<file path="src/rtl/filter2d_seq_ctrl_pkg.sv">
// Shared constants for the filter2d frame sequencer: FSM state codes,
// stream sub-phase codes and coefficient bank geometry.
package filter2d_seq_ctrl_pkg;

  localparam int COEF_W    = 8;
  localparam int IDX_W     = 4;
  localparam int NBANK     = 16;
  localparam int DEF_NCOEF = 9;

  localparam logic [2:0] S_IDLE   = 3'd0;
  localparam logic [2:0] S_LOAD   = 3'd1;
  localparam logic [2:0] S_STREAM = 3'd2;
  localparam logic [2:0] S_DRAIN  = 3'd3;
  localparam logic [2:0] S_DONE   = 3'd4;

  localparam logic [1:0] PH_READ = 2'd0;
  localparam logic [1:0] PH_STRB = 2'd1;
  localparam logic [1:0] PH_GAP  = 2'd2;

endpackage

</file>
<file path="src/rtl/filter2d_seq_ctrl_coef_bank.sv">
// Host coefficient bank: 16x8 registers, synchronous host write port,
// asynchronous read port for the LOAD sequencer. Contents survive reset.
module filter2d_seq_ctrl_coef_bank
  import filter2d_seq_ctrl_pkg::*;
(
  input  logic              i_clk,
  input  logic              i_we,
  input  logic [IDX_W-1:0]  i_widx,
  input  logic [COEF_W-1:0] i_wdata,
  input  logic [IDX_W-1:0]  i_ridx,
  output logic [COEF_W-1:0] o_rdata
);

  logic [COEF_W-1:0] r_bank [NBANK];

  always_ff @(posedge i_clk) begin
    if (i_we) r_bank[i_widx] <= i_wdata;
  end

  assign o_rdata = r_bank[i_ridx];

endmodule

</file>
<file path="src/rtl/filter2d_seq_ctrl.sv">
// Frame sequencer for filter2d: loads the coefficient bank, streams the image
// from RAM at a programmable strobe spacing, counts outputs, flags drain timeout.
module filter2d_seq_ctrl
  import filter2d_seq_ctrl_pkg::*;
#(
  parameter int IMG_W    = 256,
  parameter int IMG_H    = 256,
  parameter int NCOEF    = DEF_NCOEF,
  parameter int AW       = 16,
  parameter int DRAIN_TO = 4096
) (
  input  logic              i_clk,
  input  logic              i_n_reset,
  input  logic              i_start,
  input  logic [7:0]        i_gap,
  output logic              o_busy,
  output logic              o_done,
  output logic              o_err,
  input  logic              i_coef_we,
  input  logic [IDX_W-1:0]  i_coef_idx,
  input  logic [COEF_W-1:0] i_coef_data,
  output logic              o_mem_rd,
  output logic [AW-1:0]     o_mem_addr,
  input  logic [7:0]        i_mem_rdata,
  output logic              o_f_i_strb,
  output logic [7:0]        o_f_i_data,
  output logic              o_f_h_write,
  output logic [IDX_W-1:0]  o_f_h_idx,
  output logic [COEF_W-1:0] o_f_h_data,
  input  logic              i_f_o_strb,
  output logic [AW:0]       o_out_cnt
);

  localparam int NPIX_I    = IMG_W * IMG_H;
  localparam int NPIX_M1_I = NPIX_I - 1;
  localparam int TW        = $clog2(DRAIN_TO + 1);

  localparam logic [AW:0]      NPIX    = NPIX_I[AW:0];
  localparam logic [AW:0]      NPIX_M1 = NPIX_M1_I[AW:0];
  localparam logic [TW-1:0]    TO_LOAD = TW'(DRAIN_TO - 1);
  localparam logic [IDX_W-1:0] K_LAST  = IDX_W'(NCOEF - 1);

  logic [2:0]       r_state;
  logic [1:0]       r_phase;
  logic [IDX_W-1:0] r_k;
  logic [7:0]       r_gap;
  logic [7:0]       r_gap_cnt;
  logic [AW:0]      r_pix;
  logic [AW-1:0]    r_addr;
  logic [AW:0]      r_out_cnt;
  logic [TW-1:0]    r_to;
  logic             r_err;

  logic              w_idle;
  logic              w_load;
  logic              w_counting;
  logic              w_cnt_full;
  logic              w_last_pix;
  logic [AW:0]       w_pix_nxt;
  logic [COEF_W-1:0] w_bank_rdata;

  assign w_idle     = (r_state == S_IDLE);
  assign w_load     = (r_state == S_LOAD);
  assign w_counting = w_load || (r_state == S_STREAM) || (r_state == S_DRAIN);
  assign w_cnt_full = (r_out_cnt == NPIX);
  assign w_last_pix = (r_pix == NPIX_M1);
  assign w_pix_nxt  = r_pix + 1'b1;

  filter2d_seq_ctrl_coef_bank u_bank (
    .i_clk   (i_clk),
    .i_we    (i_coef_we && w_idle),
    .i_widx  (i_coef_idx),
    .i_wdata (i_coef_data),
    .i_ridx  (r_k),
    .o_rdata (w_bank_rdata)
  );

  always_ff @(posedge i_clk) begin
    if (!i_n_reset) begin
      r_state   <= S_IDLE;
      r_phase   <= PH_READ;
      r_k       <= '0;
      r_gap     <= '0;
      r_gap_cnt <= '0;
      r_pix     <= '0;
      r_addr    <= '0;
      r_out_cnt <= '0;
      r_to      <= '0;
      r_err     <= 1'b0;
    end else begin
      if (w_counting && i_f_o_strb && !w_cnt_full) r_out_cnt <= r_out_cnt + 1'b1;
      case (r_state)
        S_IDLE: begin
          if (i_start) begin
            r_state   <= S_LOAD;
            r_gap     <= i_gap;
            r_out_cnt <= '0;
            r_err     <= 1'b0;
            r_k       <= '0;
          end
        end
        S_LOAD: begin
          if (r_k == K_LAST) begin
            r_state <= S_STREAM;
            r_phase <= PH_READ;
            r_pix   <= '0;
            r_addr  <= '0;
          end else begin
            r_k <= r_k + 1'b1;
          end
        end
        S_STREAM: begin
          case (r_phase)
            PH_READ: r_phase <= PH_STRB;
            PH_STRB: begin
              if (w_last_pix) begin
                r_state <= S_DRAIN;
                r_to    <= TO_LOAD;
              end else if (r_gap == 8'd0) begin
                r_phase <= PH_READ;
                r_pix   <= w_pix_nxt;
                r_addr  <= w_pix_nxt[AW-1:0];
              end else begin
                r_phase   <= PH_GAP;
                r_gap_cnt <= r_gap - 8'd1;
              end
            end
            default: begin
              if (r_gap_cnt == 8'd0) begin
                r_phase <= PH_READ;
                r_pix   <= w_pix_nxt;
                r_addr  <= w_pix_nxt[AW-1:0];
              end else begin
                r_gap_cnt <= r_gap_cnt - 8'd1;
              end
            end
          endcase
        end
        S_DRAIN: begin
          if (w_cnt_full) begin
            r_state <= S_DONE;
          end else if (r_to == '0) begin
            // a strobe landing on the timeout cycle that completes the frame is not an error
            r_state <= S_DONE;
            r_err   <= !(i_f_o_strb && (r_out_cnt == NPIX_M1));
          end else begin
            r_to <= r_to - 1'b1;
          end
        end
        S_DONE:  r_state <= S_IDLE;
        default: r_state <= S_IDLE;
      endcase
    end
  end

  assign o_busy      = w_counting;
  assign o_done      = (r_state == S_DONE);
  assign o_err       = r_err;
  assign o_mem_rd    = (r_state == S_STREAM) && (r_phase == PH_READ);
  assign o_mem_addr  = r_addr;
  assign o_f_i_strb  = (r_state == S_STREAM) && (r_phase == PH_STRB);
  assign o_f_i_data  = o_f_i_strb ? i_mem_rdata : 8'd0;
  assign o_f_h_write = w_load;
  assign o_f_h_idx   = w_load ? r_k : '0;
  assign o_f_h_data  = w_load ? w_bank_rdata : '0;
  assign o_out_cnt   = r_out_cnt;

endmodule

</file>
<file path="config.mk">
export PLATFORM = sky130hd
export DESIGN_NAME = filter2d_seq_ctrl
export DESIGN_NICKNAME = d
export VERILOG_FILES = /design/src/rtl/filter2d_seq_ctrl_pkg.sv /design/src/rtl/filter2d_seq_ctrl_coef_bank.sv /design/src/rtl/filter2d_seq_ctrl.sv
export SDC_FILE = /design/constraint.sdc
export NUM_CORES = 1
export LEC_CHECK = 0
export BUFFER_PORTS_ARGS = -buffer_cell sky130_fd_sc_hd__buf_2
export CAP_MARGIN = 10
export CELL_PAD_IN_SITES_DETAIL_PLACEMENT = 1
export CELL_PAD_IN_SITES_GLOBAL_PLACEMENT = 1
export CORE_MARGIN = 3
export CORE_UTILIZATION = 44
export DETAILED_ROUTE_END_ITERATION = 10
export PLACE_DENSITY = 0.79
export SYNTH_ARGS = -nofsm -noshare
export SYNTH_HDL_FRONTEND = slang
export SYNTH_SLANG_ARGS = --single-unit
</file>
<file path="constraint.sdc">
create_clock -name i_clk -period 2.9 [get_ports i_clk]
set_input_delay 0.87 -clock i_clk [delete_from_list [all_inputs] [get_ports i_clk]]
set_output_delay 0.87 -clock i_clk [all_outputs]
set_load 0.005 [all_outputs]
</file>
==> out/metrics.csv <==
stage;metric;value;unit
global_route;grt_overflow_total;0;
setup_path;startpoint_type;register;
power;power.ir.vdd_worst;0.359;mV
setup_path;crit_required;2.03;ns
setup_path;worstPathCellList;buf_12 -> mux4_2 -> mux4_2 -> and2_4 -> buf_6;
cells_and_area;area_growth;18.1;%
run_status;failing_checks;negative setup slack;
yosys;synth_fa_ha_area_frac;0.0135;
setup_path;critical_path.most_common_cell;sky130_fd_sc_hd__mux4_2;
clocking;tritoncts;yes;
timing;min_period_over_period;1.16;
clocking;clock-root-buffer;sky130_fd_sc_hd__clkbuf_16;
yosys;synth-warning-count;0;
cells_and_area;antenna_cells;0;
yosys;synth_top_flop_cell;sky130_fd_sc_hd__edfxtp_1;
cells_and_area;n_fill_cell;2125;
yosys;post_synth_mux_area_share;0.109;
hold_path;min_delay_path_depth;2;
yosys;post_synth_top_area_cell;sky130_fd_sc_hd__edfxtp_1;
yosys;netlist_area;9260;um^2
cells_and_area;finalInstanceArea;10900;um^2
timing;worst_pin_slew;0.676;ns
yosys;synth.area.top_cells;sky130_fd_sc_hd__edfxtp_1 (42%), sky130_fd_sc_hd__dfxtp_1 (17%), sky130_fd_sc_hd__mux4_2 (9.7%);
floorplan;std_cell_rows;52;
power;power_per_cell_area;582;nW/um^2
floorplan;die-height;151;um
routing;drt_wl_total;27.0;mm
yosys;synth_area_in_xor_xnor;0.0236;
timing;report.final.setup_viol;8;
clocking;clock-sinks;205;
placement;placed_area;10100;um^2
timing;final.min_clock_period;3.37;ns
clocking;clock_latency_on_the_worst_skew_pair;0.51;ns
cells_and_area;post_route_cells_drive_above_1_share;0.300;
placement;port-buffer-count;91;
cells_and_area;area.sequential;5390;um^2
setup_path;worstReg2RegEnd;r_pix[16]$_SDFFE_PN0P_;
setup_path;worst_ep_arrival_time;2.50;ns
run;max-cap-violations;0;
yosys;synth_cell_type_count;67;
yosys;async_reset_ff_frac;0;
hold_path;timing.hold.worst.class;reg -> reg;
global_route;grt_max_degree;36;
setup_path;critical_path_peak_fanout;8;
clocking;cts_hold_buffers;0;
routing;vias_per_cell;6.00;
timing;skew;0.0125;ns
cells_and_area;post_layout_nonfiller_instances;1112;
yosys;synth_top_family_by_area;simple AND/OR/NAND/NOR gates;
placement;finalWeightedCongestion;0.836;
yosys;synth_compound_gate_area_share;0.0862;
routing;number_of_violations_reported_at_the_end_of_detailed_routing_iteration_0;520;
routing;route.vias.total;6669;
timing;fmaxAchievable;0.297;GHz
cells_and_area;multi_input_area;3540;um^2
run_status;outcome;complete, but fails checks;
timing;finalHoldViolations;0;
floorplan;top_level_ports;92;
floorplan;core_region_area;20400;um^2
yosys;ys_seq_area_frac;0.581;
timing;drv_slew;0;
placement;dpl.cell_count;1068;
cells_and_area;total_nets_final;868;
setup_path;worstSetupPathType;reg -> out;
clocking;cts_max_level;1;
hold_path;min-delay-start;r_gap_cnt[0]$_SDFFE_PN0P_;
setup_path;slowest_stage;sky130_fd_sc_hd__mux4_2;
placement;hpwl_reported_at_the_end_of_detailed_placement;16.9;mm
yosys;syn_nets;765;
placement;post-place-ws;0.0906;ns
timing;grt_setup_unrepaired;yes;
setup_path;setup.worst_path.end_class;primary output;
floorplan;start_util;0.453;
yosys;post_synth.cell_area_avg;12.8;um^2
clocking;clock_slew_at_the_register_clock_pins_of_the_worst_setup_and_hold_paths;0.06;ns
floorplan;die_area;22800;um^2
setup_path;max_stage_delay;0.55;ns
power;p_leak;3.81;nW
routing;wl_per_cell;24.3;um
setup_path;r2r_cells;10;
global_route;grt_use_total;0.230;
routing;final_antenna_net_count;0;
routing;drt_drc_violations_left;0;
timing;setup_ws;-0.469;ns
timing;worst_slew_margin_rel;0.543;
setup_path;worst-r2r-setup-slack;0.26;ns
yosys;synth-edff-count;128;
yosys;yosys.area_share.simple;0.147;
floorplan;dieWidth;151;um
global_route;via_count_of_the_first_global_routing_pass;6883;
global_route;number_of_antenna_violations_at_the_first_check_in_global_routing;0;
global_route;grt_pass1_wl;40.4;mm
power;totalPowerFinal;6.36;mW
yosys;ys_ff_latch;205;
clocking;clockBufferDepth;3;
yosys;synth_cells;722;
clocking;numCtsBuffers;23;
yosys;netlist.area_leader.share;0.415;
hold_path;hold_path_end;r_gap_cnt[0]$_SDFFE_PN0P_;
routing;detailedRoute.firstPassIterationCount;5;
setup_path;r2r-start;r_pix[6]$_SDFFE_PN0P_;
[flip-flops by register name, summed over array words and instances (netlist names), named ones only]
name and cells:
o_err 1, o_out_cnt 17, r_gap 8, r_gap_cnt 8, r_k 4, r_phase 2, r_pix 17, r_state 3
r_to 13, u_bank.r_bank 128
[cell families (layout without fill, tap and decap cells)]
group,count (synthesis),after routing
adders and majority gates,10,10
and+or+nand+nor,255,255
DFF,205,205
xor gates and xnor gates,25,25
buffers and inverters,70,190
muxes,50,50
AOI/OAI and AO/OA,107,107
[critical path: cells and delay by family, from the launching register on]
kind	cells	cell delay, ns
buffers and inverters	2	0.28
and+or+nand+nor	1	0.19
muxes	2	1.08
DFF	1	0.43
[routing by layer]
metal	vias up	track usage	wire length (um)
met2	254	0.403	14100
met3	48	0.0374	1570
met4	0	0.0580	635
li1	2948	-	-
met1	3419	0.300	10700
met5	-	0	0
[through the flow]
stage | util | TNS (ns) | hold WS (ns)
final | 0.535 | -3.08 | 0.478
after global placement | 0.494 | 0 | 0.461
after floorplan | - | 0 | 0.445
after global routing | 0.535 | -3.51 | 0.504
after detailed placement | 0.494 | 0 | 0.466
after CTS | 0.534 | -3.07 | 0.476
[synthesized netlist by cell type (11+ instances only)]
library cell               count
sky130_fd_sc_hd__edfxtp_1    128
sky130_fd_sc_hd__dfxtp_1      77
sky130_fd_sc_hd__nor2_1       71
sky130_fd_sc_hd__nand2_1      44
sky130_fd_sc_hd__mux4_2       40
sky130_fd_sc_hd__a21oi_1      27
sky130_fd_sc_hd__nor3_1       23
sky130_fd_sc_hd__xnor2_1      23
sky130_fd_sc_hd__nand3_1      22
sky130_fd_sc_hd__clkbuf_1     20
sky130_fd_sc_hd__buf_4        17
sky130_fd_sc_hd__inv_1        16
sky130_fd_sc_hd__o21ai_0      16
sky130_fd_sc_hd__and2_1       15
sky130_fd_sc_hd__a31oi_1      13
sky130_fd_sc_hd__and3_1       11
sky130_fd_sc_hd__buf_2        11
[cell type report]
type                       instances  share of cell area
sequential                       205               0.493
multi-input combinational        447               0.324
timing repair buffer             131              0.0799
clock buffer                      27              0.0540
tap                              270              0.0309
clock inverter                    15              0.0126
inverter                          17             0.00584
[cells in the final DEF (no fill, tap or decap), types with 8 or more instances in the layout]
master / count
sky130_fd_sc_hd__buf_2: 83
sky130_fd_sc_hd__dfxtp_1: 75
sky130_fd_sc_hd__xnor2_1: 23
sky130_fd_sc_hd__ha_1: 9
sky130_fd_sc_hd__a31oi_1: 13
sky130_fd_sc_hd__and3_1: 11
sky130_fd_sc_hd__and2_4: 8
sky130_fd_sc_hd__a21oi_1: 27
sky130_fd_sc_hd__clkbuf_16: 24
sky130_fd_sc_hd__inv_1: 16
sky130_fd_sc_hd__mux4_2: 40
sky130_fd_sc_hd__nor3_1: 23
sky130_fd_sc_hd__nand2_1: 44
sky130_fd_sc_hd__nor2_1: 71
sky130_fd_sc_hd__nor4_1: 8
sky130_fd_sc_hd__buf_4: 35
sky130_fd_sc_hd__buf_6: 8
sky130_fd_sc_hd__nand3_1: 22
sky130_fd_sc_hd__edfxtp_1: 128
sky130_fd_sc_hd__nand4_1: 9
sky130_fd_sc_hd__or3_1: 10
sky130_fd_sc_hd__o21ai_0: 16
[power breakdown]
part | total [mW] | internal, mW | leakage (nW) | switching [mW]
registers | 3.16 | 3.13 | 1.78 | 0.0327
logic | 0.341 | 0.156 | 1.69 | 0.186
clock network | 2.86 | 1.64 | 0.350 | 1.22
total | 6.36 | 4.93 | 3.81 | 1.44
[worst max-delay path by stage]
| stage | startpoint | end | slack, ns | cells after the start |
|---|---|---|---|---|
| final | register | o_f_h_data[7] | -0.47 | 5 |
| after global routing | register | o_f_h_data[7] | -0.52 | 5 |
| after CTS | register | o_f_h_data[6] | -0.40 | 5 |
| after detailed placement | register | o_f_h_data[7] | 0.09 | 5 |
| after global placement | register | o_f_h_data[7] | 0.16 | 5 |
| after floorplan | register | o_f_h_data[0] | 0.08 | 5 |
[what timing repair did]
item	CTS	global route
buffers inserted	1	0
endpoints found under the setup margin	8	11
cloned	1	1
gates resized for setup	13	8
endpoints found under the hold margin	0	0
Power figures use the tool's default switching activity.
